### config.mk
export PLATFORM = sky130hd
export DESIGN_NAME = mem_access_ctrl
export DESIGN_NICKNAME = d
export VERILOG_FILES = /design/src/rtl/mem_ctrl_pkg.sv /design/src/rtl/mem_access_ctrl.sv
export SDC_FILE = /design/constraint.sdc
export NUM_CORES = 1
export LEC_CHECK = 0
export ABC_AREA = 1
export CAP_MARGIN = 30
export CELL_PAD_IN_SITES_DETAIL_PLACEMENT = 2
export CELL_PAD_IN_SITES_GLOBAL_PLACEMENT = 2
export CORE_MARGIN = 2
export CORE_UTILIZATION = 25
export CTS_CLUSTER_SIZE = 14
export DETAILED_ROUTE_END_ITERATION = 12
export PLACE_DENSITY_LB_ADDON = 0.1
export RECOVER_POWER = 100
export SLEW_MARGIN = 20
export SYNTH_ARGS = -nofsm -noshare
export SYNTH_HDL_FRONTEND = slang
export SYNTH_SLANG_ARGS = --single-unit
### constraint.sdc
create_clock -name clk -period 1.7 [get_ports clk]
set_clock_uncertainty 0.05 [all_clocks]
set_input_delay 0.51 -clock clk [delete_from_list [all_inputs] [get_ports clk]]
set_output_delay 0.51 -clock clk [all_outputs]
set_load 0.01 [all_outputs]
### src/rtl/mem_ctrl_pkg.sv
// Shared types, widths and the parity helper for the memory access controller.
package mem_ctrl_pkg;

  localparam int ADDR_W = 16;
  localparam int DATA_W = 8;
  localparam int MEM_W  = DATA_W + 1;

  // Controller sequencing states.
  typedef enum logic [2:0] {
    IDLE    = 3'd0,
    WRITE   = 3'd1,
    READ    = 3'd2,
    CAPTURE = 3'd3,
    RESP    = 3'd4
  } state_e;

  // Even parity: the MSB must equal the XOR of the data bits.
  function automatic logic parity_ok(input logic [MEM_W-1:0] word);
    return word[MEM_W-1] == (^word[DATA_W-1:0]);
  endfunction

endpackage

### src/rtl/mem_access_ctrl.sv
// Request sequencer for the 9-bit parity memory: one-cycle write/read strobes,
// registered capture of read data with parity check, saturating error counter.
module mem_access_ctrl #(
  parameter int ADDR_W   = mem_ctrl_pkg::ADDR_W,
  parameter int DATA_W   = mem_ctrl_pkg::DATA_W,
  parameter int ERRCNT_W = 16
) (
  input  logic                clk,
  input  logic                rst_n,
  input  logic                req_valid,
  output logic                req_ready,
  input  logic                req_write,
  input  logic [ADDR_W-1:0]   req_addr,
  input  logic [DATA_W-1:0]   req_wdata,
  output logic                rsp_valid,
  input  logic                rsp_ready,
  output logic [DATA_W-1:0]   rsp_rdata,
  output logic                rsp_parity_err,
  output logic                mem_write,
  output logic                mem_read,
  output logic [ADDR_W-1:0]   mem_address,
  output logic [DATA_W-1:0]   mem_data_in,
  input  logic [DATA_W:0]     mem_data_out,
  output logic [ERRCNT_W-1:0] err_count
);

  import mem_ctrl_pkg::*;

  state_e              r_state;
  state_e              w_state_next;
  logic                r_req_ready;
  logic [ADDR_W-1:0]   r_mem_address;
  logic [DATA_W-1:0]   r_mem_data_in;
  logic [DATA_W-1:0]   r_rsp_rdata;
  logic                r_rsp_parity_err;
  logic [ERRCNT_W-1:0] r_err_count;
  logic                w_accept;
  logic                w_parity_bad;

  // The package helper is sized for the default width; other widths use the
  // same even-parity rule written out directly.
  generate
    if (DATA_W == mem_ctrl_pkg::DATA_W) begin : g_par_pkg
      assign w_parity_bad = !parity_ok(mem_data_out);
    end else begin : g_par_gen
      assign w_parity_bad = (^mem_data_out[DATA_W-1:0]) != mem_data_out[DATA_W];
    end
  endgenerate

  // req_ready is a register so it can be low throughout reset and still
  // have no combinational path from any input.
  assign w_accept = (r_state == IDLE) && r_req_ready && req_valid;

  // State register and ready flag; ready is set whenever the next state is IDLE.
  always_ff @(posedge clk or negedge rst_n) begin
    if (!rst_n) begin
      r_state     <= IDLE;
      r_req_ready <= 1'b0;
    end else begin
      r_state     <= w_state_next;
      r_req_ready <= (w_state_next == IDLE);
    end
  end

  // Next-state decode.
  always_comb begin
    w_state_next = r_state;
    unique case (r_state)
      IDLE: begin
        if (w_accept) begin
          w_state_next = req_write ? WRITE : READ;
        end
      end
      WRITE:   w_state_next = IDLE;
      READ:    w_state_next = CAPTURE;
      CAPTURE: w_state_next = RESP;
      RESP: begin
        if (rsp_ready) begin
          w_state_next = IDLE;
        end
      end
      default: w_state_next = IDLE;
    endcase
  end

  // Address/data latch on accept; held between transactions.
  always_ff @(posedge clk or negedge rst_n) begin
    if (!rst_n) begin
      r_mem_address <= '0;
      r_mem_data_in <= '0;
    end else if (w_accept) begin
      r_mem_address <= req_addr;
      r_mem_data_in <= req_wdata;
    end
  end

  // Capture read word and parity result; held stable through RESP.
  always_ff @(posedge clk or negedge rst_n) begin
    if (!rst_n) begin
      r_rsp_rdata      <= '0;
      r_rsp_parity_err <= 1'b0;
    end else if (r_state == CAPTURE) begin
      r_rsp_rdata      <= mem_data_out[DATA_W-1:0];
      r_rsp_parity_err <= w_parity_bad;
    end
  end

  // Saturating parity-error counter, bumped once per failing capture.
  always_ff @(posedge clk or negedge rst_n) begin
    if (!rst_n) begin
      r_err_count <= '0;
    end else if ((r_state == CAPTURE) && w_parity_bad && (r_err_count != '1)) begin
      r_err_count <= r_err_count + ERRCNT_W'(1);
    end
  end

  assign req_ready      = r_req_ready;
  assign mem_write      = (r_state == WRITE);
  assign mem_read       = (r_state == READ);
  assign mem_address    = r_mem_address;
  assign mem_data_in    = r_mem_data_in;
  assign rsp_valid      = (r_state == RESP);
  assign rsp_rdata      = r_rsp_rdata;
  assign rsp_parity_err = r_rsp_parity_err;
  assign err_count      = r_err_count;

endmodule
==> run_results.csv, run 1 <==
group,metric,value,unit
run_status,status,"finished, violations left",
run_status,violations,"setup timing",
timing,tightest_slew,1.27,ns
clock_tree,cts_buffers,5,
floorplan,row_count,37,
worst_setup_path,cp_max_fo,4,
clock_tree,ctsLongestPathBuffers,2,
run,maxCapViolations,0,
worst_setup_path,cp.required,1.14,ns
timing,fin_crit_sh,103,%
logic_synthesis,syn-num-nets,372,
worst_setup_path,r2r-end,"err_count[1]",
floorplan,core,0.0103,sq mm
clock_tree,clk_pin_slew,0.09,ns
routing,routedWlPerCell,15.5,microns
clock_tree,ctsRootBufferMaster,"clkbuf_8",
routing,dr.pass1.iters,4,
pwr,ir_drop,0.459,mV
global_route,grt_first_pass_wirelength,15000,microns
worst_setup_path,cp_slowest_cell,"dfrtp_2",
worst_setup_path,slowest_delay,0.46,ns
routing,ant_nets,0,
worst_setup_path,end_kind,"primary output",
worst_setup_path,r2r_slack,-0.03,ns
logic_synthesis,synth_cell_types,29,
logic_synthesis,synth_xor_area_share,3.65,%
floorplan,start_util,25.7,%
worst_setup_path,worstReg2RegStart,"err_count[0]",
global_route,grt_pass1_vias,3002,
logic_synthesis,synthSimpleGateAreaFrac,37.0,%
logic_synthesis,syn_area,0.00264,sq mm
logic_synthesis,synthTopCellsByArea,"dfrtp_1 50%, nand2_1 23%, nand3_1 3.6%",
pwr,leakage,2.28,nW
logic_synthesis,synth_enable_flop_cells,0,
worst_setup_path,critical_path_class,"flip-flop to primary output",
logic_synthesis,postSynthCellCount,333,
logic_synthesis,netlist_top_cells_count,"161 x nand2_1, 53 x dfrtp_1, 23 x inv_1",
floorplan,die_x,107,microns
timing,min_period,1.75,ns
timing,slew_violations,0,
logic_synthesis,synth_mux_area_share,0,%
logic_synthesis,yosysWarningCount,0,
global_route,grt_util_all_layers,16.5,%
clock_tree,clock-sinks,53,
timing,fin_hold_ws,0.420,ns
layout,nNetsFinal,515,
timing,final-hold-violation-count,0,
place,hpwl,6410,microns
timing,setup_viol,16,
logic_synthesis,synth_fa_ha_area_share,0.474,%
worst_setup_path,cp-endpoint,"mem_read",
logic_synthesis,ys.flop_type,"dfrtp_1",
global_route,grt_max_degree,54,
worst_setup_path,worstPathArrival,1.19,ns
layout,drive_gt1_share,30.0,%
timing,fmax,572,MHz
worst_setup_path,startpoint_type,"flip-flop",
floorplan,die_h,107,microns
logic_synthesis,ys_seq_area_share,50.3,%
logic_synthesis,synth_top_area_share,50.3,%
floorplan,dieArea,0.0114,sq mm
routing,first_iter_violations,34,
timing,maxSlewHeadroom,15.2,%
timing,setup_slack,-0.0473,ns
layout,antennaDiodeCount,0,
clock_tree,tritoncts,"yes",
global_route,overflow,0,
routing,dr_total_vias,2708,
logic_synthesis,async_flop_share,100,%
routing,routed_wl,9460,microns
pwr,p_per_area,1170,mW/mm^2
clock_tree,h-tree-depth,2,
logic_synthesis,ys_ff_latch,53,
worst_setup_path,critical_path.cell_chain,"nor2_4 -> inv_2 -> nor2_2 -> buf_2",
global_route,antenna_found_initial,0,
logic_synthesis,synth_most_common_cell,"nand2_1",
logic_synthesis,synth_compound_area_share,2.28,%
logic_synthesis,synth_top_family_by_area,"simple AND/OR/NAND/NOR gates",
worst_setup_path,crit_path_start,"r_state[2]",
clock_tree,clk_latency,0.31,ns
clock_tree,ctsHoldBuffers,0,
layout,syn2layout_area_growth,65.6,%
place,port_buffers,90,
place,gp_congestion,0.704,
logic_synthesis,syn_avg_cell_area,7.92,sq um
worst_setup_path,ff2ff_path_depth,10,
routing,drc,0,
logic_synthesis,synth_area_leader_cell,"dfrtp_1",
routing,via_per_inst,4.42,
place,pre_cts_ws,-0.639,ns
min_path,hold_path.class,"primary input to flip-flop",
timing,rsz0062_at_grt,"yes",
floorplan,io_pins,91,
-- metal layers --
metal  GRT usage (%)  wire length (microns)  vias up
met5               0                      0        -
li1                -                      -     1317
met4            3.62                    119        0
met2            29.8                   5040       50
met1            20.7                   3980     1332
met3            2.61                    313        9
-- logic make-up after synthesis --
family          Yosys count
simple gates            218
flops                    53
buf+inv                  38
compound gates           12
xor+xnor                 11
fa+ha+maj                 1
-- state kept, by name, summed over array words and instances, names as in the netlist --
| signal | cells |
|---|---|
| mem_data_in | 8 |
| err_count | 16 |
| r_state | 3 |
| req_ready | 1 |
| mem_address | 16 |
| rsp_rdata | 8 |
| rsp_parity_err | 1 |
-- cells in the final DEF, fill, tap and decap left out, types with 7 or more instances in the layout --
master	count
inv_1	19
nand2_4	7
dlygate4sd2_1	49
nand3_2	10
buf_4	41
inv_2	9
nand2_2	17
nand2_1	142
dfrtp_2	8
nand3_1	11
dfrtp_1	45
clkbuf_2	9
clkdlybuf4s50_1	28
o21ai_0	8
-- critical path, delay by kind of cell, from the launching register on --
kind	cells	cell delay [ns]
and+or+nand+nor	2	0.24
DFF	1	0.46
buffers and inverters	2	0.19
-- what timing repair did --
action	in CTS	in global routing
endpoints found under the setup margin	70	23
gates cloned	0	2
pin swaps	4	30
hold endpoints to repair	0	0
gates resized for setup	88	78
buffers inserted	14	8
-- report_power, final --
group          leakage [nW]  switching, W  internal, W
clock network        0.0433      0.000438     0.000324
registers             0.666      0.000256      0.00171
logic                  1.57       0.00126      0.00113
-- worst min path at each step --
stage                    startpoint  cells after the start              end  slack (ns)
floorplan                     rst_n                      0     err_count[0]        0.16
global placement    mem_address[12]                      2  mem_address[12]        0.41
detailed placement   mem_address[5]                      2   mem_address[5]        0.42
CTS                           rst_n                      2   mem_address[6]        0.15
global route        mem_data_out[4]                      3     rsp_rdata[4]        0.44
finish              mem_data_out[4]                      3     rsp_rdata[4]        0.42
-- final cells by class --
type,instances,area (sq um)
Clock inverter,1,7.51
Sequential cell,53,1340
Tap cell,136,170
Multi-Input combinational cell,242,1360
Timing Repair Buffer,144,1290
Fill cell,1195,5910
Inverter,30,115
Clock buffer,6,82.6
-- per-stage QoR --
stage / instance area (sq um) / instances / total power, W / utilization (%) / TNS (ns)
final: 4370 / 612 / 0.00512 / 42.5 / -0.247
after floorplan: 2640 / 333 / 0.00294 / - / 0
after CTS: 4070 / 602 / 0.00499 / 39.6 / -0.116
after detailed placement: 3900 / 581 / 0.00443 / 37.9 / -10.08
after global routing: 4370 / 612 / 0.00555 / 42.5 / -2.14
after global placement: 3900 / 581 / 0.00434 / 37.9 / -8.32
(Power assumes the default switching activity.)
==> run 2, diff against run 1 <==
MAX_ROUTING_LAYER = met4   (was unset)
==> run_results.csv, run 2 (synthesis results as in run 1) <==
group,metric,value,unit
floorplan,start_util,25.7,%
timing,fmax,572,MHz
place,gp_congestion,0.712,
global_route,grt_util_all_layers,16.9,%
floorplan,die_h,107,microns
worst_setup_path,ff2ff_path_depth,10,
clock_tree,cts_buffers,5,
worst_setup_path,startpoint_type,"flip-flop",
clock_tree,tritoncts,"yes",
min_path,worstHoldPathCells,3,
clock_tree,clock-sinks,53,
min_path,hold_path.class,"primary input to flip-flop",
routing,via_per_inst,4.43,
layout,regArea,0.00134,sq mm
worst_setup_path,worstPathArrival,1.19,ns
pwr,leakage,2.28,nW
run_status,violations,"setup timing",
worst_setup_path,cp_max_fo,4,
global_route,globalRouteMet1Util,21.1,%
worst_setup_path,cp.required,1.14,ns
floorplan,dieArea,0.0114,sq mm
clock_tree,ctsRootBufferMaster,"clkbuf_8",
routing,routedWlPerCell,15.4,microns
global_route,grt_first_pass_wirelength,15000,microns
clock_tree,ctsHoldBuffers,0,
routing,ant_nets,0,
run_status,status,"finished, violations left",
place,hpwl,6410,microns
floorplan,row_count,37,
run,maxCapViolations,0,
place,port_buffers,90,
global_route,grt_most_used_layer,"met2",
layout,mostFrequentLayoutCells,"142 x nand2_1, 49 x dlygate4sd2_1, 45 x dfrtp_1, 41 x buf_4, 28 x clkdlybuf4s50_1",
worst_setup_path,critical_path_class,"flip-flop to primary output",
layout,syn2layout_area_growth,65.6,%
global_route,antenna_found_initial,0,
worst_setup_path,slowest_delay,0.46,ns
floorplan,die_x,107,microns
layout,antennaDiodeCount,0,
routing,dr_total_vias,2714,
routing,drc,0,
pwr,p_per_area,1170,mW/mm^2
layout,layout.cells.most_common,"nand2_1",
timing,setup_viol,16,
timing,rsz0062_at_grt,"yes",
worst_setup_path,cp_slowest_cell,"dfrtp_2",
layout,final_cells,612,
pwr,ir_drop,0.461,mV
layout,fill_cells,1195,
global_route,grt_max_degree,54,
routing,dr.pass1.iters,4,
floorplan,io_pins,91,
global_route,grt_use_met2,29.7,%
layout,final_area,0.00437,sq mm
worst_setup_path,r2r-end,"err_count[1]",
layout,multiInputGateArea,0.00136,sq mm
global_route,grt_pass1_vias,3003,
clock_tree,h-tree-depth,2,
min_path,min_from,"mem_data_out[4]",
clock_tree,clk_latency,0.31,ns
global_route,overflow,0,
layout,nNetsFinal,515,
layout,post-route-util,42.5,%
clock_tree,ctsLongestPathBuffers,2,
global_route,met3_usage,2.07,%
place,place_inst,581,
worst_setup_path,r2r_slack,-0.03,ns
routing,routed_wl,9450,microns
timing,setup_slack,-0.0470,ns
timing,min_period,1.75,ns
timing,maxSlewHeadroom,15.2,%
worst_setup_path,end_kind,"primary output",
min_path,holdPathEnd,"rsp_rdata[4]",
worst_setup_path,critical_path.cell_chain,"nor2_4 -> inv_2 -> nor2_2 -> buf_2",
timing,final-hold-violation-count,0,
place,placed_cell_area,0.00390,sq mm
floorplan,core,0.0103,sq mm
timing,slew_violations,0,
routing,first_iter_violations,56,
timing,tightest_slew,1.27,ns
clock_tree,clk_pin_slew,0.09,ns
pwr,power.total,0.00512,W
timing,fin_crit_sh,103,%
worst_setup_path,worstReg2RegStart,"err_count[0]",
layout,drive_gt1_share,30.0,%
[run 2: cell counts in the layout (fill, tap and decap cells not counted)]
No cell type changed its count.
[run 2: what timing repair did]
item                       4_1_cts  5_1_grt
setup endpoints to repair       70       23
gates cloned                     0        2
setup buffers                   14        8
pin swaps                        4       30
gates resized for setup         88       78
[run 2: final cells by class]
class | instances | share of cell area [%]
Clock buffer | 6 | 1.89
Clock inverter | 1 | 0.172
Sequential cell | 53 | 30.6
Tap cell | 136 | 3.89
Multi-Input combinational cell | 242 | 31.2
Inverter | 30 | 2.63
Timing Repair Buffer | 144 | 29.6
[run 2: metrics by stage]
| stage | worst slack (ns) | hold slack, ns | TNS [ns] |
|---|---|---|---|
| after CTS | -0.0480 | 0.148 | -0.116 |
| after detailed placement | -0.639 | 0.419 | -10.08 |
| after floorplan | 0.0258 | 0.164 | 0 |
| after global routing | -0.132 | 0.443 | -2.14 |
| after global placement | -0.493 | 0.411 | -8.32 |
| final | -0.0470 | 0.421 | -0.280 |
[run 2: power breakdown]
part / total, W / switching (W) / leakage [nW] / internal, W
sequential: 0.00197 / 0.000257 / 0.666 / 0.00171
clock: 0.000763 / 0.000439 / 0.0433 / 0.000324
combinational: 0.00239 / 0.00126 / 1.57 / 0.00113
[run 2: how the worst max path moves through the flow]
stage	from	endpoint	cells after the start
after floorplan	err_count[0]	err_count[14]	8
after global placement	mem_data_out[1]	err_count[3]	11
after detailed placement	mem_data_out[1]	err_count[6]	12
after CTS	r_state[2]	mem_read	4
after global routing	err_count[0]	err_count[13]	10
final	r_state[2]	mem_read	4
[run 2: routing by layer]
metal,up-vias,share of wire [%]
met5,-,0
li1,1317,-
met4,0,1.3
met2,48,53
met1,1340,43
met3,9,2.8
[run 2: worst max-delay path, delay by kind of cell (launching register included)]
family                 cells  cell delay [ns]
buffers and inverters      2             0.19
flip-flops                 1             0.46
AND/OR/NAND/NOR            2             0.24
